File: config.mk
export PLATFORM = sky130hd
export DESIGN_NAME = run_sequencer
export DESIGN_NICKNAME = d
export VERILOG_FILES = /design/src/rtl/run_pkg.sv /design/src/rtl/run_counter.sv /design/src/rtl/run_sequencer.sv
export SDC_FILE = /design/constraint.sdc
export NUM_CORES = 1
export LEC_CHECK = 0
export CORE_MARGIN = 2
export CORE_UTILIZATION = 40
export DETAILED_ROUTE_END_ITERATION = 8
export PLACE_DENSITY = 0.68
export SYNTH_ARGS = -nofsm -noshare
export SYNTH_HDL_FRONTEND = slang
export SYNTH_HIERARCHICAL = 1
export SYNTH_SLANG_ARGS = --single-unit
File: constraint.sdc
create_clock -name clock -period 7.53 [get_ports clock]
set_input_delay 2.259 -clock clock [delete_from_list [all_inputs] [get_ports clock]]
set_output_delay 2.259 -clock clock [all_outputs]
set_load 0.02 [all_outputs]
File: src/rtl/run_pkg.sv
// Shared types and constants for the run sequencer: FSM state encoding,
// default program-counter width and the program start-address table.
package run_pkg;

  localparam int PC_WIDTH  = 12;
  localparam int NUM_PROGS = 4;

  typedef enum logic [1:0] {
    S_IDLE   = 2'd0,
    S_LAUNCH = 2'd1,
    S_RUN    = 2'd2,
    S_FINISH = 2'd3
  } run_state_t;

  // Start address of each selectable program.
  function automatic logic [PC_WIDTH-1:0] prog_base(input logic [1:0] sel);
    logic [PC_WIDTH-1:0] base;
    case (sel)
      2'd0:    base = 12'h000;
      2'd1:    base = 12'h040;
      2'd2:    base = 12'h100;
      default: base = 12'h200;
    endcase
    return base;
  endfunction

endpackage

File: src/rtl/run_counter.sv
// Run-length counter: synchronous clear, count enable, saturates at MAX_CYCLES
// and flags when the cycle being counted now is the last one allowed.
module run_counter #(
  parameter int COUNT_WIDTH = 16,
  parameter int MAX_CYCLES  = 50000
) (
  input  logic                   i_clock,
  input  logic                   i_reset,
  input  logic                   i_clear,
  input  logic                   i_enable,
  output logic [COUNT_WIDTH-1:0] o_next_count,
  output logic                   o_at_limit
);

  localparam logic [COUNT_WIDTH-1:0] MAX_VAL = COUNT_WIDTH'(MAX_CYCLES);

  logic [COUNT_WIDTH-1:0] r_count;
  logic [COUNT_WIDTH-1:0] w_next;

  // r_count holds completed RUN cycles; w_next is the number of the current one.
  assign w_next       = (r_count == MAX_VAL) ? MAX_VAL : r_count + 1'b1;
  assign o_next_count = w_next;
  assign o_at_limit   = (w_next == MAX_VAL);

  always_ff @(posedge i_clock or posedge i_reset) begin
    if (i_reset) begin
      r_count <= '0;
    end else if (i_clear) begin
      r_count <= '0;
    end else if (i_enable && (r_count != MAX_VAL)) begin
      r_count <= r_count + 1'b1;
    end
  end

endmodule

File: src/rtl/run_sequencer.sv
// Launches a program on an attached core, times the run against MAX_CYCLES
// and reports completion, timeout, run length and a completed-run count.
module run_sequencer #(
  parameter int PC_WIDTH    = run_pkg::PC_WIDTH,
  parameter int COUNT_WIDTH = 16,
  parameter int MAX_CYCLES  = 50000,
  parameter int REQ_CYCLES  = 2
) (
  input  logic                   clock,
  input  logic                   reset,
  input  logic                   start,
  input  logic [1:0]             prog_sel,
  output logic                   core_req,
  input  logic                   core_done,
  output logic [PC_WIDTH-1:0]    pc_base,
  output logic                   busy,
  output logic                   run_done,
  output logic                   timeout,
  output logic [COUNT_WIDTH-1:0] cycle_count,
  output logic [7:0]             runs_completed,
  output logic [1:0]             dbg_state
);

  import run_pkg::*;

  localparam int LW = (REQ_CYCLES > 1) ? $clog2(REQ_CYCLES) : 1;
  localparam logic [LW-1:0] LAUNCH_LAST = LW'(REQ_CYCLES - 1);

  run_state_t              r_state;
  logic                    r_core_req;
  logic                    r_run_done;
  logic                    r_timeout;
  logic [COUNT_WIDTH-1:0]  r_cycle_count;
  logic [7:0]              r_runs;
  logic [PC_WIDTH-1:0]     r_pc_base;
  logic [LW-1:0]           r_launch_cnt;

  logic                    w_launch;
  logic                    w_cnt_enable;
  logic [COUNT_WIDTH-1:0]  w_next_count;
  logic                    w_at_limit;

  assign w_launch     = (r_state == S_IDLE) && start;
  assign w_cnt_enable = (r_state == S_RUN);

  run_counter #(
    .COUNT_WIDTH (COUNT_WIDTH),
    .MAX_CYCLES  (MAX_CYCLES)
  ) u_counter (
    .i_clock      (clock),
    .i_reset      (reset),
    .i_clear      (w_launch),
    .i_enable     (w_cnt_enable),
    .o_next_count (w_next_count),
    .o_at_limit   (w_at_limit)
  );

  always_ff @(posedge clock or posedge reset) begin
    if (reset) begin
      r_state       <= S_IDLE;
      r_core_req    <= 1'b0;
      r_run_done    <= 1'b0;
      r_timeout     <= 1'b0;
      r_cycle_count <= '0;
      r_runs        <= '0;
      r_pc_base     <= PC_WIDTH'(prog_base(2'd0));
      r_launch_cnt  <= '0;
    end else begin
      r_run_done <= 1'b0;
      case (r_state)
        S_IDLE: begin
          if (start) begin
            r_state      <= S_LAUNCH;
            r_core_req   <= 1'b1;
            r_launch_cnt <= '0;
            r_timeout    <= 1'b0;
            r_pc_base    <= PC_WIDTH'(prog_base(prog_sel));
          end
        end
        // core_done is deliberately not looked at here: it may still be
        // asserted from the previous program.
        S_LAUNCH: begin
          if (r_launch_cnt == LAUNCH_LAST) begin
            r_state    <= S_RUN;
            r_core_req <= 1'b0;
          end else begin
            r_launch_cnt <= r_launch_cnt + 1'b1;
          end
        end
        // Done on the limit cycle counts as a normal completion.
        S_RUN: begin
          if (core_done) begin
            r_state       <= S_FINISH;
            r_run_done    <= 1'b1;
            r_cycle_count <= w_next_count;
            r_runs        <= r_runs + 1'b1;
          end else if (w_at_limit) begin
            r_state       <= S_FINISH;
            r_run_done    <= 1'b1;
            r_timeout     <= 1'b1;
            r_cycle_count <= w_next_count;
          end
        end
        default: begin
          r_state <= S_IDLE;
        end
      endcase
    end
  end

  assign core_req       = r_core_req;
  assign busy           = (r_state != S_IDLE);
  assign run_done       = r_run_done;
  assign timeout        = r_timeout;
  assign cycle_count    = r_cycle_count;
  assign runs_completed = r_runs;
  assign pc_base        = r_pc_base;
  assign dbg_state      = r_state;

endmodule
* Yosys cells after proc, flatten, opt, wreduce, memory -nomap -nowiden
Cells that the tools add are included.
** Word-level totals
- Bits in registers :: 58
- Logic and storage cells :: 63
** Operators by class
- Multiplexer cells :: 23
- $add $sub $neg :: 3
- Equality and inequality tests :: 12
- Reductions and logical operators :: 16
** Operators with widths (count)
- $mux W16 :: 5
- $eq A16 B16 Y1 const B :: 2
- $pmux W10 S3 :: 1
- $add A16 B1 Y16 const B :: 1
- $ne A16 B16 Y1 const B :: 1
- $reduce_bool A2 Y1 :: 5
- $mux W1 :: 9
- $add A8 B1 Y8 const B :: 1
- $mux W2 :: 4
- $ne A2 B2 Y1 const B :: 4
- $reduce_and A2 Y1 :: 4
- $pmux W1 S2 :: 3
- $pmux W2 S3 :: 1
- $reduce_and A3 Y1 :: 2
- $eq A2 B1 Y1 const B :: 2
- $eq A2 B2 Y1 const B :: 2
- $logic_not A2 Y1 :: 2
- $reduce_and A4 Y1 :: 1
- $ne A3 B3 Y1 const B :: 1
- $logic_and A1 B1 Y1 :: 2
- $add A1 B1 Y1 const B :: 1

* Depth between registers and ports, before layout
- Depth after elaboration :: 6
- Gate-level depth with buffers :: 10
- Depth with buffers taken out :: 9

* Hierarchy
The synthesis kept the hierarchy.
** Modules (own cells, without submodules)
- run_sequencer :: cells an instance 121, instances 1, area each 1508.9 µm², seq. area each 825.8 µm²
- run_counter :: cells an instance 146, instances 1, area each 1308.8 µm², seq. area each 400.4 µm²

* Worst setup path before layout
Ideal clock, no wire load.
- Kind :: register to output
- From :: reg r_state[0], in the netlist dbg_state[0]
- To :: out busy
- Buffers on the path :: 0
- Setup slack :: 4255 ps
- Data arrival time :: 1016 ps
- Data required time :: 5271 ps
- Cell stages (with the launch flop) :: 4
- Cells stage by stage :: dfrtp_1 inv_1 ha_1 inv_1
** On the way
- Word-level cells in the longest chain between the ends :: 1
** RTL lines
- start: declaration :: RTL line run_sequencer.sv:29 : run_state_t r_state;
- start signal: assignment :: RTL line run_sequencer.sv:60 : r_state <= S_IDLE;
- start signal: assignment :: RTL line run_sequencer.sv:73 : r_state <= S_LAUNCH;
- start signal: assignment :: RTL line run_sequencer.sv:84 : r_state <= S_RUN;
- $reduce_bool A2 Y1 :: RTL line run_sequencer.sv:112 : assign busy = (r_state != S_IDLE);
- end: declaration :: RTL line run_sequencer.sv:16 : output logic busy,
No other way between the ends.

* Worst setup path after layout
Same ends and word-level chain as after synthesis.

==> results.py <==
metrics = {
    "run_status": {
        "outcome": "finished clean",
    },
    "pwr": {
        "leakagePower_nw": 1.53,
        "p_comb_frac": 0.433,
        "seqPwrFrac": 0.402,
        "switching_share": 0.390,
        "peakVddDrop_uv": 120,
        "internal-power_mw": 0.578,
        "pwr-share-clk": 0.164,
        "p_switching_mw": 0.369,
        "power_mw": 0.947,
        "p_per_area_nw_per_um2": 286,
    },
    "sta": {
        "fin_crit_sh": 0.532,
        "relSlewSlack": 0.461,
        "fmax_ghz": 0.250,
        "slew_viol_final": 0,
        "hold_viol_final": 0,
        "setup-tns-final_ns": 0,
        "period_needed_ns": 4.00,
        "rsz0062_at_grt": "false",
        "tightest_slew_ns": 0.808,
        "whs_ns": 0.475,
        "setup_viol": 0,
        "finalClockSkew_ns": 0.00873,
    },
    "synth": {
        "synth_warnings": 6,
        "synth_edf_count": 0,
        "syn_area_per_cell_um2": 10.6,
        "syn_area_um2": 2820,
        "synthFlopType": "dfrtp_1",
        "seq_area_frac_synth": 0.435,
        "synth_top_area_cell": "dfrtp_1",
        "synth_top_area_frac": 0.435,
        "synthArstFlopShare": 1.00,
        "synth-seq-cells": 49,
        "synthTopCellsByArea": "dfrtp_1, mux2_2, xor2_1",
        "synth_cells": 267,
        "synth_cell_type_count": 52,
    },
    "die": {
        "core-area_um2": 6790,
        "rows": 30,
        "die-area_um2": 7730,
        "ios": 48,
        "initial_core_util": 0.415,
        "die_h_um": 87.9,
        "dieWidth_um": 87.9,
    },
    "global_route": {
        "grt_max_degree": 33,
        "antenna_found_initial": 0,
        "grt_pass1_wl_um": 8990,
        "grt_use_total": 0.151,
        "gr-total-overflow": 0,
        "grt_pass1_vias": 1830,
    },
    "critical_path": {
        "r2r_cells": 9,
        "worstPathRequired_ns": 5.27,
        "startpoint_type": "flip-flop",
        "arrival_ns": 1.75,
        "critPathCaptureType": "output pin",
        "crit_path_max_fanout": 6,
        "critPathKind": "reg -> out",
    },
    "clocking": {
        "clk_path_buf_depth": 2,
        "clkTransAtPathRegs_ns": 0.10,
        "root_buffer": "clkbuf_8",
        "cts_tree": "yes",
        "post_cts_resized": 0,
        "hold_buffers": 0,
        "clk_latency_ns": 0.31,
        "cts_sinks": 49,
        "htree_levels": 2,
        "cts_inserted_buffers": 5,
        "cts_setup_buffers": 0,
    },
    "cells_and_area": {
        "final_nets": 313,
        "n_antenna_cell": 0,
        "syn_to_final_growth_pct": 17.4,
        "stdcell_count": 396,
        "fillers": 641,
        "final_util": 0.487,
        "drive_gt1_frac": 0.143,
    },
    "hold_path": {
        "hold_path.class": "reg -> reg",
        "holdPathStages": 1,
    },
    "placed_design": {
        "numPortBuffers": 38,
        "detailed_place_hpwl_um": 3960,
        "gp_congestion": 0.807,
        "dp.cells": 388,
    },
    "run": {
        "max_cap_viol_count": 0,
    },
    "routing": {
        "firstDrtPassIters": 4,
        "dr_total_vias": 1964,
        "drtIter0Drc": 90,
        "vias_per_cell": 4.96,
        "wirelength_um": 5430,
        "drc_errors": 0,
        "wire_per_inst_um": 13.7,
        "ant_nets": 0,
    },
}
power groups by stage:
stage / combinational, mW / sequential, mW / clock (mW)
after global placement: 0.405 / 0.384 / 0
after global routing: 0.443 / 0.392 / 0.175
after CTS: 0.413 / 0.382 / 0.162
final: 0.411 / 0.381 / 0.156
after detailed placement: 0.413 / 0.386 / 0
after floorplan: 0.241 / 0.417 / 0
final cells by class:
type,instances,area [um^2],share of cell area
multi-input cells,189,1430,0.431
flip-flops and latches,49,1230,0.371
repair buffers,39,388,0.117
well taps,96,120,0.0363
clock buffers,5,68.8,0.0208
inverters,15,56.3,0.0170
clock inverters,3,21.3,0.00643
sequential cells by signal (all words and copies together), names as in the netlist:
| signal | flops |
|---|---|
| pc_base | 3 |
| u_counter/r_count | 16 |
| r_launch_cnt | 1 |
| runs_completed | 8 |
| cycle_count | 16 |
| run_done | 1 |
| timeout | 1 |
| core_req | 1 |
| dbg_state | 2 |
placed cells by master (no fill, tap or decap), types with 2 or more instances in the layout:
cell             instances
nand2b_1                 5
inv_1                   14
a21oi_1                  7
clkdlybuf4s50_1         38
dfrtp_1                 49
ha_1                     8
o211ai_1                 2
clkbuf_8                 5
nor3_4                   2
nor2_1                  17
and3_1                   5
nand3_1                 14
and2_1                   5
nand4_1                  6
o21ai_0                  7
xor2_1                  19
conb_1                   9
nor4_2                   2
mux2_2                  17
xnor2_1                 15
and4_1                   3
nand2_1                 18
nor3_1                   2
nand4_4                  2
final timing paths:
check | start | to | slack (ns)
worst min register to register | runs_completed[7]$_DFFE_PP0P_ | runs_completed[7]$_DFFE_PP0P_ | 0.48
worst max-delay path | dbg_state[0]$_DFFE_PP0P_ | busy | 3.53
worst max register to register | u_counter/r_count[0]$_DFFE_PP0P_ | cycle_count[13]$_DFFE_PP0P_ | 4.47
worst min-delay path | runs_completed[7]$_DFFE_PP0P_ | runs_completed[7]$_DFFE_PP0P_ | 0.48
min in group asynchronous | reset | run_done$_DFF_PP0_ | 2.12
max in group asynchronous | reset | u_counter/r_count[5]$_DFFE_PP0P_ | 4.71
logic make-up after synthesis:
group / Yosys count / share of synthesized area
AO/OA/AOI/OAI: 24 / 0.0599
XOR/XNOR: 34 / 0.106
adder cells (fa/ha/maj): 8 / 0.0355
buffers and inverters: 37 / 0.0693
flip-flops: 49 / 0.435
multiplexers: 19 / 0.0768
other: 1 / 0.00133
AND/OR/NAND/NOR: 95 / 0.216
synthesized netlist by cell type, types with 6 or more instances:
master,number
ha_1,8
a21oi_1,7
mux2_2,17
nand2_1,18
nand4_1,6
nor2_1,17
inv_1,14
dfrtp_1,49
o21ai_0,7
nand3_1,14
buf_2,6
xnor2_1,15
xor2_1,19
buf_4,11
layer usage:
layer / track usage / routed length, um
met3: 0.0320 / 198
met5: 0 / 0
met2: 0.244 / 2440
met4: 0.0420 / 73
met1: 0.205 / 2720
critical path: stages, from the launching register on:
cell and delay (ns):
dfrtp_1 0.40, inv_1 0.10, ha_1 0.28, inv_1 0.07, clkdlybuf4s50_1 0.59
through the flow:
stage	area (um^2)	worst slack, ns
after floorplan	2850	4.26
after global placement	3220	3.68
after detailed placement	3220	3.64
after CTS	3310	3.50
after global routing	3310	3.41
final	3310	3.53
(Power assumes the default switching activity.)
